==> config.mk <==
export PLATFORM = sky130hd
export DESIGN_NAME = booth_mult_seq
export DESIGN_NICKNAME = d
export VERILOG_FILES = /design/src/rtl/booth_mult_pkg.sv /design/src/rtl/booth_mult_seq_pp_sel.sv /design/src/rtl/booth_mult_seq.sv
export SDC_FILE = /design/constraint.sdc
export NUM_CORES = 1
export LEC_CHECK = 0
export CORE_AREA = 2 2 85 67
export CTS_CLUSTER_SIZE = 40
export DETAILED_ROUTE_END_ITERATION = 8
export DIE_AREA = 0 0 87 69
export GPL_TIMING_DRIVEN = 0
export PLACE_DENSITY = 0.79
export SYNTH_ARGS = -nofsm -noshare
export SYNTH_HDL_FRONTEND = slang
export SYNTH_SLANG_ARGS = --single-unit
==> constraint.sdc <==
create_clock -name clk -period 3.2 [get_ports clk]
set_input_delay 0.64 -clock clk [delete_from_list [all_inputs] [get_ports clk]]
set_output_delay 0.64 -clock clk [all_outputs]
set_load 0.1 [all_outputs]
==> src/rtl/booth_mult_pkg.sv <==
// Shared types and build-dependent constants for the sequential Booth multiplier.
// Latency: n/a (package only).
// Backpressure: n/a. Build option BOOTH_RADIX4_EN selects radix-4 recoding.
package booth_mult_pkg;

    typedef enum logic [1:0] {IDLE, CALC, DONE} booth_state_t;

`ifdef BOOTH_RADIX4_EN
    // Two multiplier bits retired per iteration.
    localparam int BOOTH_SHIFT = 2;
`else
    // One multiplier bit retired per iteration.
    localparam int BOOTH_SHIFT = 1;
`endif

    // Number of CALC iterations for the active build.
    function automatic int booth_iter(input int width);
`ifdef BOOTH_RADIX4_EN
        return (width + 2) / 2;
`else
        return width + 1;
`endif
    endfunction

    // Width of the internal multiplier shift register. Radix-2 only needs one
    // extension bit; radix-4 consumes pairs, so it carries the full extension.
    function automatic int booth_qw(input int width);
`ifdef BOOTH_RADIX4_EN
        return width + 2;
`else
        return width + 1;
`endif
    endfunction

endpackage

==> src/rtl/booth_mult_seq_pp_sel.sv <==
// Booth partial-product selector: maps a 3-bit recoding window to 0, +/-M, +/-2M.
// Latency: combinational.
// Backpressure: none. A radix-2 window {b,b,c} only ever hits the 0/+/-M codes.
module booth_pp_sel #(
    parameter int WIDTH = 8
) (
    input  logic [2:0]       i_win,
    input  logic [WIDTH+1:0] i_mcand,
    output logic [WIDTH+1:0] o_pp
);

    // Radix-4 modified Booth digit table; 2M is a left shift of the extended multiplicand.
    always_comb begin
        o_pp = '0;
        case (i_win)
            3'b001, 3'b010: o_pp = i_mcand;
            3'b011:         o_pp = {i_mcand[WIDTH:0], 1'b0};
            3'b100:         o_pp = -{i_mcand[WIDTH:0], 1'b0};
            3'b101, 3'b110: o_pp = -i_mcand;
            default:        o_pp = '0;
        endcase
    end

endmodule

==> src/rtl/booth_mult_seq.sv <==
// Sequential Booth multiplier, signed/unsigned per op; radix-4 when BOOTH_RADIX4_EN is defined.
// Latency: start-sample edge plus ITER CALC edges (ITER = WIDTH+1, or (WIDTH+2)/2 in radix-4).
// Backpressure: start sampled only in IDLE; result held in DONE until start is seen low.
module booth_mult_seq
    import booth_mult_pkg::*;
#(
    parameter int WIDTH = 8
) (
    input  logic                 clk,
    input  logic                 reset,
    input  logic                 start,
    input  logic                 is_signed,
    input  logic [WIDTH-1:0]     num_1,
    input  logic [WIDTH-1:0]     num_2,
    output logic                 busy,
    output logic                 mult_ready,
    output logic [2*WIDTH-1:0]   mult
);

    localparam int XW   = WIDTH + 2;           // accumulator / multiplicand width
    localparam int ITER = booth_iter(WIDTH);
    localparam int SH   = BOOTH_SHIFT;
    localparam int QW   = booth_qw(WIDTH);     // multiplier shift register width
    localparam int SW   = XW + SH;             // guard bits so the sum never wraps
    localparam int CW   = $clog2(ITER + 1);

    booth_state_t       r_state;
    booth_state_t       w_state_nxt;
    logic [XW-1:0]      r_mcand;
    logic [XW-1:0]      r_acc;
    logic [QW-1:0]      r_q;
    logic               r_qm1;
    logic [CW-1:0]      r_cnt;
    logic [2*WIDTH-1:0] r_mult;

    logic [XW-1:0]      w_mcand_ext;
    logic [QW-1:0]      w_mplr_ext;
    logic [2:0]         w_win;
    logic [XW-1:0]      w_pp;
    logic [SW-1:0]      w_sum;
    logic [XW-1:0]      w_acc_nxt;
    logic [QW-1:0]      w_q_nxt;
    logic               w_last;

    // Operand extension: sign-extend for signed ops, zero-extend otherwise, so
    // unsigned operands with MSB set are still exact.
    assign w_mcand_ext = is_signed ? {{2{num_1[WIDTH-1]}}, num_1} : {2'b00, num_1};
    assign w_mplr_ext  = is_signed ? {{(QW-WIDTH){num_2[WIDTH-1]}}, num_2}
                                   : {{(QW-WIDTH){1'b0}}, num_2};

`ifdef BOOTH_RADIX4_EN
    assign w_win = {r_q[1:0], r_qm1};
`else
    assign w_win = {r_q[0], r_q[0], r_qm1};
`endif

    booth_pp_sel #(.WIDTH(WIDTH)) u_pp_sel (
        .i_win   (w_win),
        .i_mcand (r_mcand),
        .o_pp    (w_pp)
    );

    // Add in a widened domain, then arithmetic-shift {acc, q, qm1} right by SH.
    assign w_sum     = {{SH{r_acc[XW-1]}}, r_acc} + {{SH{w_pp[XW-1]}}, w_pp};
    assign w_acc_nxt = w_sum[SW-1:SH];
    assign w_q_nxt   = {w_sum[SH-1:0], r_q[QW-1:SH]};
    assign w_last    = (r_cnt == CW'(1));

    // State register.
    always_ff @(posedge clk or posedge reset) begin
        if (reset) r_state <= IDLE;
        else       r_state <= w_state_nxt;
    end

    // Next-state and handshake outputs.
    always_comb begin
        w_state_nxt = r_state;
        busy        = 1'b0;
        mult_ready  = 1'b0;
        case (r_state)
            IDLE: if (start) w_state_nxt = CALC;
            CALC: begin
                busy = 1'b1;
                if (w_last) w_state_nxt = DONE;
            end
            DONE: begin
                mult_ready = 1'b1;
                if (!start) w_state_nxt = IDLE;
            end
            default: w_state_nxt = IDLE;
        endcase
    end

    // Operand capture, Booth iteration and product register.
    always_ff @(posedge clk or posedge reset) begin
        if (reset) begin
            r_mcand <= '0;
            r_acc   <= '0;
            r_q     <= '0;
            r_qm1   <= 1'b0;
            r_cnt   <= '0;
            r_mult  <= '0;
        end else begin
            case (r_state)
                IDLE: if (start) begin
                    r_mcand <= w_mcand_ext;
                    r_acc   <= '0;
                    r_q     <= w_mplr_ext;
                    r_qm1   <= 1'b0;
                    r_cnt   <= CW'(ITER);
                end
                CALC: begin
                    r_acc <= w_acc_nxt;
                    r_q   <= w_q_nxt;
                    r_qm1 <= r_q[SH-1];
                    r_cnt <= r_cnt - CW'(1);
                    // Product is the low 2*WIDTH bits of {acc, q} after the last step.
                    if (w_last) r_mult <= {w_acc_nxt[2*WIDTH-QW-1:0], w_q_nxt};
                end
                default: ;
            endcase
        end
    end

    assign mult = r_mult;

endmodule

==> results.yml <==
clocking:
  numClockSinks: 51
  cts_tree: "done"
  clock_latency_ns: 0.32
  cts.clk_slew.worst_paths_ns: 0.09
  cts_buffers: 5
  cts.hold.buffers_added: 0
  clock_path_buffers: 2
  root_buffer: "clkbuf_8"
  cts_max_level: 2
  postCtsSetupBuffers: 0
critical_path:
  critical_path_class: "reg2out"
  critPathMaxStageDelay_ns: 0.62
  worstPathMaxFanout: 10
  cp_data_required_time_ns: 2.56
  reg2reg_depth: 9
  cp.arrival_ns: 2.47
  path_buf_inv: 4
  crit_slowest_cell: "clkdlybuf4s18_2"
  worstSetupEndpointType: "primary output"
  crit_family: "buffers and inverters"
  cp-start-kind: "flip-flop"
  worst-path-stages: 5
  crit_chain: "nand2b_1 > buf_2 > inv_1 > buf_1 > clkdlybuf4s18_2"
synth:
  async_flop_share_pct: 100
  synth_cell_types: 47
  syn_nets: 330
  yosysWarningCount: 0
  syn_area_um2: 2770
  syn_inst: 294
  syn_avg_cell_area_um2: 9.42
  synthTopCellsByCount: "58 x nand2_1, 51 x dfrtp_1, 24 x o21ai_0"
  yosysTopAreaCell: "dfrtp_1"
  yosys_most_used_dff: "dfrtp_1"
  synth.yosys.seq_area_share_pct: 46.1
  synth_area_leaders: "dfrtp_1 46%, nand2_1 7.9%, ha_1 6.8%"
  synth_seq_cells: 51
  synth_top_area_share_pct: 46.1
  yosys.cell_count.top_type: "nand2_1"
  synth_edf_count: 0
floorplan:
  num_rows: 23
  dieArea_um2: 6000
  die_h_um: 69
  pin_count: 38
  start_util_pct: 53.8
  die_w_um: 87
  core_area_um2: 5150
global_routing:
  antenna_found_initial: 0
  grt_pass1_wl_um: 11200
  grt-ovfl-total: 0
  grt_pass1_vias: 2337
  track_usage_pct: 23.7
  grt_start_max_net_pins: 36
detailed_routing:
  first_pass_iters: 5
  drc: 0
  routed_wl_um: 6590
  drt.antenna.violating_nets: 0
  drt-vias-per-instance: 6.00
  via_count: 2394
  drtIter0Drc: 152
  post_drt_wl_per_cell_um: 16.5
finish:
  fin_util_pct: 65.1
  design_area_um2: 3360
  drive_above_1_share_pct: 8.90
  fillers: 425
  syn_to_final_growth_pct: 21.1
  fin_nets: 372
  antenna_cells: 0
place:
  place_ws_ns: -0.121
  dp_hpwl_um: 4810
  portBuffers: 37
  gp_congestion: 0.908
  postPlaceCellArea_um2: 3240
sta:
  min_period_ns: 3.11
  max_freq_mhz: 322
  final_max_slew_viol_count: 0
  rsz0062_at_grt: "false"
  slew_headroom_pct: 35.3
  fin_crit_sh_pct: 97.2
  finalHoldViolations: 0
  clock_skew_ns: 0.00669
  finalSetupTns_ns: 0
  worst_slack_ns: 0.0904
  tightest_slew_ns: 0.967
  setup_viol: 0
worst_hold_path:
  holdPathStages: 2
  hp-class: "reg2reg"
outcome:
  status: "finished clean"
flow_run:
  cap_violations: 0
-- flip-flops by register name (all words and copies together) (netlist names) --
register / count
r_acc: 10
r_mcand: 9
r_cnt: 4
r_q: 9
mult: 16
r_state: 2
r_qm1: 1
-- area by class of cell --
cell class | instances | area [um2] | share of cell area [%]
tap | 62 | 77.6 | 2.31
clock inverter | 3 | 43.8 | 1.30
inverter | 12 | 45.0 | 1.34
timing repair buffer | 38 | 390 | 11.6
sequential | 51 | 1280 | 38.0
clock buffer | 5 | 68.8 | 2.05
multi-input combinational | 215 | 1400 | 41.8
buffer | 13 | 52.6 | 1.57
-- worst min-delay path: stages (launching register included) --
cell     delay (ns)
dfrtp_1        0.35
nand2_1        0.05
nand2_1        0.05
-- metal layers --
layer  vias to the layer above  GRT usage (%)  wire length [um]
met5                         -              0                 0
met4                         0           8.16               127
met3                        11           5.27               442
met2                        81           34.2              2980
met1                      1178           34.9              3040
li1                       1124              -                 -
-- layout by cell type (no fill, tap or decap), types with 6 or more instances in the layout --
master,n
ha_1,15
nand3_1,10
a21oi_1,12
clkbuf_1,9
or3_1,6
dfrtp_1,51
mux2i_1,7
nor2_1,10
o21ai_0,24
mux2_2,9
inv_1,11
clkdlybuf4s50_1,36
nand2_1,58
-- cells by family (layout without fill, tap and decap cells) --
| family | after synthesis | in the layout | share of synthesized area, % |
|---|---|---|---|
| DFF | 51 | 51 | 46.1 |
| and+or+nand+nor | 108 | 108 | 18.4 |
| buffers and inverters | 28 | 71 | 3.93 |
| AOI/OAI and AO/OA | 70 | 70 | 16.4 |
| muxes | 16 | 16 | 6.19 |
| adders and majority gates | 16 | 16 | 7.50 |
| xor gates and xnor gates | 5 | 5 | 1.58 |
-- stage by stage --
| step | std cells | hold slack, ns |
|---|---|---|
| after floorplan | 294 | 0.456 |
| after global placement | 393 | 0.459 |
| after detailed placement | 394 | 0.462 |
| after CTS | 402 | 0.486 |
| after global routing | 399 | 0.499 |
| final | 399 | 0.478 |
-- path summary, 6_finish.rpt --
kind                                        start                endpoint  slack [ns]
min in group asynchronous                   reset  r_mcand[7]$_DFFE_PP0P_        0.62
max in group asynchronous                   reset    mult[15]$_DFFE_PP0P_        2.07
max                        r_state[1]$_DFFE_PP0P_                    busy        0.09
min reg2reg                   mult[5]$_DFFE_PP0P_     mult[5]$_DFFE_PP0P_        0.48
max reg2reg                r_mcand[2]$_DFFE_PP0P_    r_acc[6]$_DFFE_PP0P_        0.20
min                           mult[5]$_DFFE_PP0P_     mult[5]$_DFFE_PP0P_        0.48
-- repair_timing --
| item | 4_1_cts | 5_1_grt |
|---|---|---|
| gates resized for setup | 3 | 4 |
| endpoints found under the setup margin | 1 | 9 |
| gates cloned | 0 | 0 |
Power is not shown: default switching activity piles up to over one toggle a cycle in this logic, so the estimate is an artifact.
